## src/rtl/wb_host_loader.sv

```systemverilog
// wb_host_loader: host byte-stream to Wishbone byte initiator.
// Header is opcode, 24-bit address, 16-bit length (all MSB first), then data
// bytes for writes. Each byte becomes one single-beat Wishbone cycle at an
// auto-incrementing address; read data is returned on the tx stream.
module wb_host_loader #(
  parameter int timeout_cycles = 1024
) (
  input  logic        clk,
  input  logic        reset_n,
  input  logic [7:0]  rx_data,
  input  logic        rx_valid,
  output logic        rx_ready,
  output logic [7:0]  tx_data,
  output logic        tx_valid,
  input  logic        tx_ready,
  output logic [23:0] wb_adr_o,
  output logic [7:0]  wb_dat_o,
  input  logic [7:0]  wb_dat_i,
  output logic        wb_we_o,
  output logic [0:0]  wb_sel_o,
  output logic        wb_stb_o,
  output logic        wb_cyc_o,
  input  logic        wb_ack_i,
  output logic        busy,
  output logic        err
);

  localparam int TW = $clog2(timeout_cycles + 1);
  // Value of the stb-cycle counter on the last clock a slave may still ack.
  localparam logic [TW-1:0] TMO_LAST = TW'(timeout_cycles - 1);

  localparam logic [7:0] OP_WRITE = 8'h57;
  localparam logic [7:0] OP_READ  = 8'h52;

  typedef enum logic [2:0] {
    S_IDLE, S_HDR, S_WDATA, S_WBUS, S_RBUS, S_RSEND
  } state_t;

  state_t          r_state;
  state_t          w_next;
  logic [2:0]      r_hcnt;
  logic            r_wr;
  logic [23:0]     r_adr;
  logic [15:0]     r_cnt;
  logic [7:0]      r_wdat;
  logic [7:0]      r_txd;
  logic            r_err;
  logic [TW-1:0]   r_tmo;

  logic            w_rx_acc;
  logic            w_tx_acc;
  logic            w_tmo_hit;
  logic            w_bus_done;
  logic            w_last;
  logic            w_len_zero;

  assign w_rx_acc   = rx_valid & rx_ready;
  assign w_tx_acc   = tx_valid & tx_ready;
  assign w_tmo_hit  = (r_tmo == TMO_LAST);
  // Ack and timeout on the same edge both end the cycle; ack takes priority
  // in the datapath so err stays clear.
  assign w_bus_done = wb_ack_i | w_tmo_hit;
  assign w_last     = (r_cnt == 16'd1);
  assign w_len_zero = ({r_cnt[15:8], rx_data} == 16'd0);

  assign tx_data  = r_txd;
  assign wb_adr_o = r_adr;
  assign wb_dat_o = r_wdat;
  assign err      = r_err;

  // State register.
  always_ff @(posedge clk) begin
    if (!reset_n) r_state <= S_IDLE;
    else          r_state <= w_next;
  end

  // Next-state logic.
  always_comb begin
    w_next = r_state;
    case (r_state)
      S_IDLE:  if (w_rx_acc && (rx_data == OP_WRITE || rx_data == OP_READ))
                 w_next = S_HDR;
      S_HDR:   if (w_rx_acc && r_hcnt == 3'd4) begin
                 if (w_len_zero) w_next = S_IDLE;
                 else if (r_wr)  w_next = S_WDATA;
                 else            w_next = S_RBUS;
               end
      S_WDATA: if (w_rx_acc) w_next = S_WBUS;
      S_WBUS:  if (w_bus_done) w_next = w_last ? S_IDLE : S_WDATA;
      S_RBUS:  if (w_bus_done) w_next = S_RSEND;
      S_RSEND: if (w_tx_acc) w_next = w_last ? S_IDLE : S_RBUS;
      default: w_next = S_IDLE;
    endcase
  end

  // Outputs decoded from the current state; rx_ready is forced low in reset.
  always_comb begin
    rx_ready = 1'b0;
    tx_valid = 1'b0;
    wb_cyc_o = 1'b0;
    wb_stb_o = 1'b0;
    wb_we_o  = 1'b0;
    wb_sel_o = 1'b0;
    busy     = (r_state != S_IDLE);
    case (r_state)
      S_IDLE, S_HDR, S_WDATA: rx_ready = reset_n;
      S_WBUS: begin
        wb_cyc_o = 1'b1;
        wb_stb_o = 1'b1;
        wb_sel_o = 1'b1;
        wb_we_o  = 1'b1;
      end
      S_RBUS: begin
        wb_cyc_o = 1'b1;
        wb_stb_o = 1'b1;
        wb_sel_o = 1'b1;
      end
      S_RSEND: tx_valid = 1'b1;
      default: ;
    endcase
  end

  // Header capture, address/count bookkeeping, timeout counting and sticky err.
  always_ff @(posedge clk) begin
    if (!reset_n) begin
      r_hcnt <= '0;
      r_wr   <= 1'b0;
      r_adr  <= '0;
      r_cnt  <= '0;
      r_wdat <= '0;
      r_txd  <= '0;
      r_err  <= 1'b0;
      r_tmo  <= '0;
    end else begin
      r_tmo <= '0;
      case (r_state)
        S_IDLE: if (w_rx_acc) begin
          r_err  <= 1'b0;
          r_wr   <= (rx_data == OP_WRITE);
          r_hcnt <= '0;
        end
        S_HDR: if (w_rx_acc) begin
          r_hcnt <= r_hcnt + 3'd1;
          case (r_hcnt)
            3'd0:    r_adr[23:16] <= rx_data;
            3'd1:    r_adr[15:8]  <= rx_data;
            3'd2:    r_adr[7:0]   <= rx_data;
            3'd3:    r_cnt[15:8]  <= rx_data;
            default: r_cnt[7:0]   <= rx_data;
          endcase
        end
        S_WDATA: if (w_rx_acc) r_wdat <= rx_data;
        S_WBUS: begin
          r_tmo <= r_tmo + 1'b1;
          if (w_bus_done) begin
            // A timed-out write is dropped but still consumes its slot.
            if (!wb_ack_i) r_err <= 1'b1;
            r_adr <= r_adr + 24'd1;
            r_cnt <= r_cnt - 16'd1;
          end
        end
        S_RBUS: begin
          r_tmo <= r_tmo + 1'b1;
          if (w_bus_done) begin
            if (wb_ack_i) begin
              r_txd <= wb_dat_i;
            end else begin
              r_txd <= 8'hFF;
              r_err <= 1'b1;
            end
          end
        end
        S_RSEND: if (w_tx_acc) begin
          r_adr <= r_adr + 24'd1;
          r_cnt <= r_cnt - 16'd1;
        end
        default: ;
      endcase
    end
  end

endmodule

```

## config.mk

```make
export PLATFORM = sky130hd
export DESIGN_NAME = wb_host_loader
export DESIGN_NICKNAME = d
export VERILOG_FILES = /design/src/rtl/wb_host_loader.sv
export SDC_FILE = /design/constraint.sdc
export NUM_CORES = 1
export LEC_CHECK = 0
export ABC_AREA = 1
export CAP_MARGIN = 20
export CORE_ASPECT_RATIO = 2
export CORE_UTILIZATION = 45
export CTS_CLUSTER_DIAMETER = 200
export DETAILED_ROUTE_END_ITERATION = 10
export PLACE_DENSITY_LB_ADDON = 0.1
export SKIP_LAST_GASP = 1
export SYNTH_ARGS = -nofsm -noshare
export SYNTH_HDL_FRONTEND = slang
export SYNTH_SLANG_ARGS = --single-unit
```

## constraint.sdc

```tcl
create_clock -name clk -period 1.7 [get_ports clk]
set_input_delay 0.17 -clock clk [delete_from_list [all_inputs] [get_ports clk]]
set_output_delay 0.17 -clock clk [all_outputs]
set_load 0.02 [all_outputs]
```

# == Yosys cells after proc, flatten, opt, wreduce, memory -nomap -nowiden ==
# Index checks and enable logic that the tools add are counted.
# word_totals
ff_bits,75
in_bits,21
output_inout_bits,48
# op_classes
addsub,4
eq_ne,28
n_mux,36
n_bitwise,3
n_reduce_logical,25
# op_table
op,n
$mux 24,3
$pmux 24 s3,1
$mux 16,3
$mux 8,6
$pmux 16 s3,1
$mux 3,11
$reduce_and 5->1,5
$add 24x1->24 const B,1
$ne 2x2->1 const B,11
$pmux 3 s6,1
$eq 16x1->1 const B,1
$eq 8x7->1 const B,2
$logic_not 16->1,1
$sub 16x1->16 const B,1
$eq 3x2->1 const B,4
$add 11x1->11 const B,1
$eq 11x10->1 const B,1
$eq 3x3->1 const B,3
$ne 2x1->1 const B,4
$reduce_and 2->1,4
$mux 1,7
$eq 3x1->1 const B,2
$logic_not 3->1,2
$pmux 3 s2,1
other kinds (15),19

# == Logic depth before layout (Yosys ltp) ==
# Gate-level depths: netlist of run 1.
# depth
ltp_word,7
depth_mapped,12
mapped_depth_nobuf,12

# == Least setup slack after synthesis of run 1 ==
# OpenSTA, ideal clock, no wires.
# synth_timing
path_kind,register -> register
start,"register r_adr[1], in the netlist wb_adr_o[1]"
end,"register r_adr[16], in the netlist wb_adr_o[16]"
setup_time_ns,0.111
arrival_time_ns,1.496
required_ns,1.589
path_slack_ns,0.093
path_stages_with_launch,11
synth_period_minus_slack_ns,1.607
path_cell_list,dfxtp_1 -> ha_1 -> nand2_1 -> nor2_1 -> nand2_1 -> o21ai_0 -> nand2_1 -> nand2_1 -> nand2_1 -> nor2_1 -> nor2_1
# synth_between
elab_chain_len,3
# synth_rtl
item,line,text
start: declaration,43,logic [23:0] r_adr;
start signal: assignment,147,3'd2: r_adr[7:0] <= rx_data;
start signal: assignment,158,r_adr <= r_adr + 24'd1;
start signal: assignment,174,r_adr <= r_adr + 24'd1;
$add 24x1->24 (*),"158, 174",
"$mux 24, on equally long branches","173, 155",
$pmux 24 s3 (*),136,case (r_state)
# Mark *: on every way between the ends. The rest lies on a longest branch, timed or not. The select of a mux whose other input is x is not followed.
# A chain may end at the register's enable or synchronous reset.

# == Worst setup path in the final report of run 1 ==
# layout_timing
start,"register r_adr[2], in the netlist wb_adr_o[2]"
end,output wb_adr_o[2]
# layout_lines
item,line,text
end: declaration,16,"output logic [23:0] wb_adr_o,"
# No word-level cell between the ends.

==> metrics.md, run 1 <==
| Metric | Value |
|---|---|
| CORE AREA | `~0.010 mm2` |
| Critical path endpoint category | `primary output` |
| Total Routing Usage GR | `around 28%` |
| Leading area contributor after synthesis | `dfxtp_1` |
| Nets | `between 900 and 1000` |
| Worst slew margin | `between 60% and 70%` |
| Worst path bufs/invs | `1` |
| Final worst path period share | `roughly 96%` |
| Flops & latches, synth | `75` |
| Leak Pwr | `approximately 2.9 nW` |
| Placed Cells | `around 1000` |
| Worst R2R Path Depth | `11` |
| Drt initial violations | `approximately 280` |
| Clock Tree Buf Depth | `2` |
| IO Count | `slightly below 70` |
| Cell-by-cell trace of the critical path | `clkdlybuf4s50_1` |
| Vias per cell | `5.040` |
| Max Cap Violations | `0` |
| Hold WC Path Type | `flop to flop` |
| CP top delay family | `buffers and inverters` |
| Antenna violations before repair | `0` |
| CTS clock-pin slew for the worst setup and hold paths | `0.06 ns` |
| Layout Cells excl Fill | `~1100` |
| Final hold slack | `between 0.4 and 0.5 ns` |
| Compound-gate portion of the synthesized area | `between 7 and 8%` |
| Worst vdd ir | `about 0.71 mV` |
| Fmax | `about 620 MHz` |
| Drt first pass iters | `5` |
| Total wire length | `around 15 mm` |
| Slowest cell delay on critical path | `about 0.65 ns` |
| Worst Tran Pin Value | `0.4559 ns` |
| Number of remaining DRC errors | `0` |
| Placed wire-length estimate | `approximately 11 mm` |
| Detail Route Antenna Nets | `0` |
| Run status | `complete, no violations` |
| Area share of the largest cell type after synthesis | `31.79%` |
| WP depth | `1` |
| Total gr overflow | `0` |
| Share of layout cells above drive strength 1 | `15.73%` |
| CTS Buf Count | `9` |
| Power Density | `roughly 710 mW/mm2` |
| Post-Syn Instances | `810` |
| Mapped cell area | `0.004723 mm2` |
| Root Driver | `clkbuf_16` |
| Tmin final | `approximately 1.6 ns` |
| Mapped Nets | `840` |
| H-tree levels | `3` |
| Setup TNS | `0 ns` |
| Mux cell area share after synthesis | `0%` |
| Fin. Hold Viols | `0` |
| TritonCTS clock tree | `yes` |
| CP required | `around 1.5 ns` |
| Antenna diodes | `0` |
| Die height | `between 100 and 150 um` |
| Synth warn | `0` |
| Count of pins over their slew limit | `0` |
| Num rows | `52` |
| Largest family of logic cells by synthesized area | `simple AND/OR/NAND/NOR gates` |
| Clock Sinks | `between 70 and 80` |
| Fillers | `1006` |
| First-pass GRT wire length | `around 23 mm` |
| Starting Density | `between 40% and 50%` |
| Chip width | `roughly 74 um` |
| Adder-cell area share of the yosys netlist | `roughly 2.4%` |
| Arr. time, crit path | `roughly 1.5 ns` |
| Critical-path maximum fanout | `8` |
| Vias in the first global route | `5142` |
| Area share of and/or/nand/nor cells after synthesis | `between 40% and 50%` |
| Largest net degree at the start of global routing | `42` |
| Ranking of synthesized cells by area | `dfxtp_1 (32%), nand2_1 (21%), nor2_1 (15%)` |
| Leading cell types in the layout, fill and taps excluded | `nand2_1 (259), nor2_1 (173), inv_1 (78), dfxtp_1 (67), clkdlybuf4s50_1 (61)` |
| PortBufs | `between 60 and 70` |
| Unique masters post-synth | `30` |
| CP max-delay cell | `clkdlybuf4s50_1` |
| Seq/Total Area, Yosys | `approximately a third` |
| Critical Setup Path Class | `flop to primary output` |
| Die area | `around 0.011 mm2` |
| Area grow syn2layout | `36.79%` |
| Syn avg cell area | `5.831 um2` |
| Avg WL per Cell | `between 10 and 15 um` |
| Worst setup SP type | `flop` |
| Via count | `5358` |
| Routability cong. | `between 0.8 and 0.9` |
| Most common cell after layout, fill and taps aside | `nand2_1` |
| Skew final | `about 0.0084 ns` |
| Clock latency on the worst-skew pair | `between 0.3 and 0.4 ns` |
| Worst Hold Path Cells | `2` |
| Final Setup Violations | `0` |
| Synth Area in XOR/XNOR | `roughly 1.1%` |
[state kept, by name, summed over array words and instances (netlist names)]
signal,count
r_wr,1
r_state,3
tx_data,8
r_hcnt,3
r_tmo,11
err,1
wb_adr_o,24
wb_dat_o,8
r_cnt,16
[power breakdown]
group | internal, mW | total (mW) | switching (mW)
clock | 1.44 | 2.21 | 0.776
combinational | 0.236 | 0.570 | 0.334
sequential | 1.79 | 1.82 | 0.0310
total | 3.46 | 4.60 | 1.14
[cell usage after synthesis]
cell type and count:
a21oi_1 34, a21oi_2 1, and2_1 1, buf_1 2, buf_2 8, buf_4 3, buf_6 3, clkbuf_1 4
dfxtp_1 75, ha_1 9, inv_1 82, inv_2 4, inv_4 1, nand2_1 263, nand2_2 5, nand2_4 1
nand3_1 45, nand3_2 4, nand3_4 2, nand4_1 11, nor2_1 191, nor2_2 5, nor2_4 2, nor3_1 4
nor3b_1 4, o21ai_0 34, o21ai_1 3, or2_2 3, xnor2_1 1, xor2_1 5
[what timing repair did]
action	in CTS	in global routing
endpoints found under the setup margin	29	56
hold buffers	0	0
pin swaps	0	13
setup buffers	0	4
resized for setup	19	60
cloned	0	2
[tightest hold or removal path: stages (launching register included)]
cell and delay [ns]:
dfxtp_1 0.32, nor2_1 0.05, nor2_1 0.07
[metal layers]
layer	routed length, um	vias up	GRT usage [%]
met3	542	55	4.870
met5	0	-	0
met2	8061	166	52.30
met4	909	0	16.98
li1	-	2740	-
met1	5112	2397	26.99
[final timing paths]
path | to | start | slack [ns]
worst max-delay path | wb_adr_o[2] | wb_adr_o[2] | 0.08
worst min-delay path | tx_data[7] | tx_data[7] | 0.47
worst max register to register | r_cnt[6] | r_hcnt[0] | 0.11
worst min register to register | tx_data[7] | tx_data[7] | 0.47
[stage by stage]
stage                     utilization (%)  instance area (um2)  total power [mW]  setup slack (ns)
after CTS                           61.59                 6251             4.624          -0.06407
after floorplan                         -                 4723             2.172           0.09259
after global placement              58.03                 5889             2.405           0.01444
after global routing                63.66                 6461             4.775         -0.001003
after detailed placement            58.03                 5889             2.415          -0.03114
final                               63.66                 6461             4.599           0.07575
[cell type report]
| cell class | count | area, um2 | area share [%] |
|---|---|---|---|
| clock buffers | 10 | 229.0 | 3.544 |
| repair buffers | 120 | 1130 | 17.49 |
| well taps | 135 | 168.9 | 2.614 |
| clock inverters | 6 | 113.9 | 1.762 |
| flip-flops and latches | 75 | 1514 | 23.43 |
| inverters | 87 | 329.1 | 5.093 |
| multi-input cells | 630 | 2977 | 46.07 |
[logic make-up after synthesis]
kind of cell	Yosys count
compound gates	72
fa+ha+maj	9
flops	75
simple gates	541
xor+xnor	6
buf+inv	107
Note: power is estimated with default switching activity, not from simulation.
==> run 2: changes to the inputs <==
Settings changed: CORE_UTILIZATION 45 to 40, HOLD_SLACK_MARGIN set to 0.1.
==> metrics.md, run 2 (synthesis gave the netlist of run 1 again) <==
| Metric | Value |
|---|---|
| DP Area | `roughly 0.0059 mm2` |
| Final Setup Violations | `0` |
| Final worst path period share | `approximately 97%` |
| CORE AREA | `~0.011 mm2` |
| Routability cong. | `about 0.87` |
| Area grow syn2layout | `37.27%` |
| Arr. time, crit path | `between 1.5 and 2 ns` |
| Critical path endpoint category | `flop` |
| Die height | `155.7 um` |
| Hold buffers post-CTS | `0` |
| CTS clock-pin slew for the worst setup and hold paths | `about 0.060 ns` |
| Antenna violations before repair | `0` |
| Worst Tran Pin Value | `roughly 0.37 ns` |
| PortBufs | `68` |
| Vias per cell | `slightly above 5` |
| Root Driver | `clkbuf_16` |
| Largest net degree at the start of global routing | `between 50 and 60` |
| Detail Route Antenna Nets | `0` |
| Count of pins over their slew limit | `0` |
| Grt peak-use layer | `met2` |
| Leak Pwr | `2.907 nW` |
| Placed wire-length estimate | `~11 mm` |
| Share of layout cells above drive strength 1 | `approximately 15%` |
| Clock share of power | `roughly 47%` |
| Most common cell after layout, fill and taps aside | `nand2_1` |
| Met3 Use GR | `under 10%` |
| Fin. Hold Viols | `0` |
| Number of remaining DRC errors | `0` |
| CP required | `around 2.0 ns` |
| TritonCTS clock tree | `yes` |
| P_sw | `approximately 1.2 mW` |
| Nets | `approximately 950` |
| IO Count | `69` |
| Setup repair after global routing missed its margin | `true` |
| Clock Tree Buf Depth | `2` |
| Worst slew margin | `between 70 and 80%` |
| Critical Setup Path Class | `flop to flop` |
| Drt initial violations | `~320` |
| Die area | `approximately 0.012 mm2` |
| Power, Total | `4.471 mW` |
| Met2 global-route usage | `between 50% and 60%` |
| Logic pwr share | `~13%` |
| Antenna diodes | `0` |
| Largest register FFs | `24` |
| Skew final | `~0.0049 ns` |
| Num rows | `between 50 and 60` |
| Worst vdd ir | `around 0.54 mV` |
| Max Cap Violations | `0` |
| Switching part of the total power | `between 20% and 30%` |
| CTS Buf Count | `9` |
| Total gr overflow | `0` |
| Leading cell types in the layout, fill and taps excluded | `nand2_1 (254), nor2_1 (179), inv_1 (79), dfxtp_1 (67), clkdlybuf4s50_1 (60)` |
| Power Density | `between 600 and 700 mW/mm2` |
| P_int | `about 3.3 mW` |
| Tmin final | `between 1.5 and 2 ns` |
| First-pass GRT wire length | `24.53 mm` |
| Vias in the first global route | `about 5200` |
| Cell area after layout | `0.006484 mm2` |
| H-tree levels | `3` |
| Critical-path maximum fanout | `8` |
| Total wire length | `15.54 mm` |
| Via count | `approximately 5500` |
| Total Routing Usage GR | `between 20% and 30%` |
| Hold WC Path Type | `primary input to flop` |
| Starting Density | `41.35%` |
| Sequential Power Share | `40.6%` |
| Drt first pass iters | `5` |
| Avg WL per Cell | `14.52 um` |
| Run status | `complete, no violations` |
| Fmax | `between 600 and 700 MHz` |
| Chip width | `between 70 and 80 um` |
| Worst setup SP type | `flop` |
| Met1 Track Usage GR | `25.06%` |
| Clock Sinks | `75` |
| Clock latency on the worst-skew pair | `~0.34 ns` |
==> run 2: critical path: stages, from the launching register on <==
cell     delay, ns
dfxtp_2       0.36
ha_4          0.15
nand2_4       0.05
nor2_4        0.09
nand3_2       0.08
buf_6         0.14
nand3_4       0.07
buf_12        0.14
buf_12        0.12
nand3_4       0.13
nand2_1       0.10
nand2_1       0.05
nor2_1        0.09
==> run 2: cell type report <==
class	count	area [um2]
Fill cell	1156	4940
Sequential cell	75	1516
Multi-Input combinational cell	631	2980
Timing Repair Buffer	119	1162
Tap cell	142	177.7
Clock inverter	6	88.84
Clock buffer	10	229.0
Inverter	87	329.1
==> run 2: worst paths after layout <==
| check | startpoint | endpoint | slack, ns | cells past startpoint |
|---|---|---|---|---|
| worst max-delay path | r_tmo[0] | wb_adr_o[3] | 0.06 | 12 |
| worst max register to register | r_tmo[0] | wb_adr_o[3] | 0.06 | 12 |
| worst min register to register | wb_dat_o[2] | wb_dat_o[2] | 0.47 | 2 |
| worst min-delay path | reset_n | wb_adr_o[23] | 0.32 | 4 |
==> run 2: power by group through the flow <==
stage	clock network, mW	registers [mW]	logic (mW)
finish	2.08	1.82	0.571
global route	2.21	1.82	0.639
CTS	2.13	1.82	0.555
detailed placement	0	1.86	0.548
global placement	0	1.86	0.540
floorplan	0	1.87	0.302
==> run 2: layer usage <==
metal  vias to the layer above  part of all wire [%]
met2                       165                    54
met1                      2503                    36
met4                         0                   5.7
met3                        59                   4.1
li1                       2737                     -
met5                         -                     0
==> run 2: stage by stage <==
stage	hold WS (ns)	setup slack (ns)	util, %	setup TNS (ns)	std cells
after floorplan	0.3344	0.09259	-	0	810
after global placement	0.4522	0.02475	51.28	0	1045
after detailed placement	0.4583	-0.02392	51.28	-0.1257	1045
after CTS	0.3087	-0.2924	54.67	-0.3508	1064
after global routing	0.3393	-0.05423	56.76	-0.5654	1070
final	0.3157	0.05882	56.76	0	1070
==> run 2: what timing repair did <==
action / 4_1_cts / 5_1_grt
gates resized for setup: 17 / 61
hold endpoints to repair: 0 / 0
gates cloned: 2 / 1
setup buffers: 1 / 5
pin swaps: 1 / 14
setup endpoints to repair: 20 / 51
==> run 3: changes to the inputs <==
Settings changed: RECOVER_POWER set to 100.
==> metrics.md, run 3 (synthesis gave the netlist of run 1 again) <==
| Metric | Value |
|---|---|
| Run status | `complete, no violations` |
| Leading cell types in the layout, fill and taps excluded | `nand2_1 (254), nor2_1 (179), inv_1 (80), dfxtp_1 (67), nand3_1 (43)` |
| Slowest cell delay on critical path | `about 0.36 ns` |
| Cell-by-cell trace of the critical path | `ha_4, nand2_4, nor2_4, nand3_2, buf_6, nand3_4, buf_12, buf_12, nand3_4, nand2_1, nand2_1, nor2_1` |
| Fin. Hold Viols | `0` |
| Most common cell after layout, fill and taps aside | `nand2_1` |
| Avg WL per Cell | `roughly 14 um` |
| Worst setup SP type | `flop` |
| Placed wire-length estimate | `about 11 mm` |
| Antenna diodes | `0` |
| Clock Tree Buf Depth | `2` |
| PnR worst setup slack | `0.06209 ns` |
| Total gr overflow | `0` |
| Final worst path period share | `between 90% and 100%` |
| Clock latency on the worst-skew pair | `between 0.3 and 0.4 ns` |
| Pre-CTS setup slack | `-0.02392 ns` |
| Total wire length | `about 16 mm` |
| Count of pins over their slew limit | `0` |
| Skew final | `about 0.0051 ns` |
| Share of layout cells above drive strength 1 | `between 10% and 20%` |
| Die area | `~0.012 mm2` |
| Power Density | `690.9 mW/mm2` |
| CP max-delay cell | `dfxtp_2` |
| Hold WC Path Type | `primary input to flop` |
| Critical-path maximum fanout | `8` |
| Worst slew margin | `about three quarters` |
| CP required | `1.98 ns` |
| Vias in the first global route | `about 5200` |
| CTS clock-pin slew for the worst setup and hold paths | `about 0.060 ns` |
| Via count | `5440` |
| Chip width | `78.84 um` |
| Largest net degree at the start of global routing | `54` |
| CORE AREA | `0.01142 mm2` |
| Total Routing Usage GR | `between 20% and 30%` |
| Routability cong. | `0.8735` |
| IO Count | `around 70` |
| Leak Pwr | `slightly below 3 nW` |
| Critical Setup Path Class | `flop to flop` |
| Drt first pass iters | `4` |
| Setup repair after global routing missed its margin | `true` |
| Fmax | `approximately 600 MHz` |
| Power, Total | `4.467 mW` |
| Clock Sinks | `75` |
| Root Driver | `clkbuf_16` |
| Starting Density | `41.35%` |
| Tmin final | `between 1.5 and 2 ns` |
| Number of remaining DRC errors | `0` |
| Arr. time, crit path | `approximately 1.9 ns` |
| Die height | `155.7 um` |
| Max Cap Violations | `0` |
| PortBufs | `68` |
| TritonCTS clock tree | `yes` |
| Drt initial violations | `approximately 300` |
| Hold buffers post-CTS | `0` |
| First-pass GRT wire length | `around 25 mm` |
| CTS Buf Count | `9` |
| Num rows | `55` |
| Detail Route Antenna Nets | `0` |
| Area grow syn2layout | `36.90%` |
| Critical path endpoint category | `flop` |
| Worst vdd ir | `approximately 0.54 mV` |
| Worst Tran Pin Value | `about 0.37 ns` |
| Nets | `roughly 950` |
| Final Setup Violations | `0` |
| Vias per cell | `between 5 and 6` |
| H-tree levels | `3` |
| Antenna violations before repair | `0` |
| Largest register FFs | `24` |
## run 3: cell count changes in the layout (fill, tap and decap cells not counted), sizes merged
cell,change
buf,-3
dlygate4sd3,+23
clkbuf,+3
clkdlybuf4s50,-23
## run 3: routing by layer
metal | track usage, % | wire [um] | part of all wire (%)
met4 | 16.28 | 873 | 5.6
met3 | 3.684 | 588 | 3.8
met5 | 0 | 0 | 0
met1 | 25.06 | 5632 | 36
met2 | 50.06 | 8405 | 54
## run 3: worst max-delay path: cells and delay by family (launching register included)
kind | cells | cell delay, ns
simple gates | 8 | 0.66
buf+inv | 3 | 0.40
flops | 1 | 0.36
fa+ha+maj | 1 | 0.15
## run 3: cell type report
class                      count  area [um2]
fill                        1159        4957
multi-input combinational    631        2980
sequential                    75        1516
timing repair buffer         119        1145
inverter                      87       329.1
clock buffer                  10       229.0
tap                          142       177.7
clock inverter                 6       88.84
## run 3: final timing paths
kind                   start      endpoint  slack (ns)  cells after the start
setup / recovery    r_tmo[0]   wb_adr_o[3]        0.06                     12
hold / removal       reset_n  wb_adr_o[23]        0.32                      4
setup reg to reg    r_tmo[0]   wb_adr_o[3]        0.06                     12
hold reg to reg   tx_data[5]    tx_data[5]        0.46                      2
## run 3: through the flow
stage / setup TNS [ns] / utilization [%] / hold WS [ns] / cells / instance area, um2
6_report: 0 / 56.60 / 0.3161 / 1070 / 6466
5_1_grt: -0.5941 / 56.60 / 0.3393 / 1070 / 6466
4_1_cts: -0.3508 / 54.67 / 0.3087 / 1064 / 6245
3_5_place_dp: -0.1257 / 51.28 / 0.4583 / 1045 / 5858
3_3_place_gp: 0 / 51.28 / 0.4522 / 1045 / 5858
2_1_floorplan: 0 / - / 0.3344 / 810 / 4723
## run 3: power breakdown
part           switching, mW  total [mW]  internal [mW]
Combinational          0.337       0.567          0.230
Clock                  0.796        2.08           1.29
Sequential            0.0319        1.82           1.78
Total                   1.16        4.47           3.30
## run 3: repair_timing
| item | 4_1_cts | 5_1_grt |
|---|---|---|
| setup endpoints to repair | 20 | 51 |
| setup buffers | 1 | 5 |
| gates resized for setup | 17 | 61 |
| gates cloned | 2 | 1 |
| pin swaps | 1 | 14 |
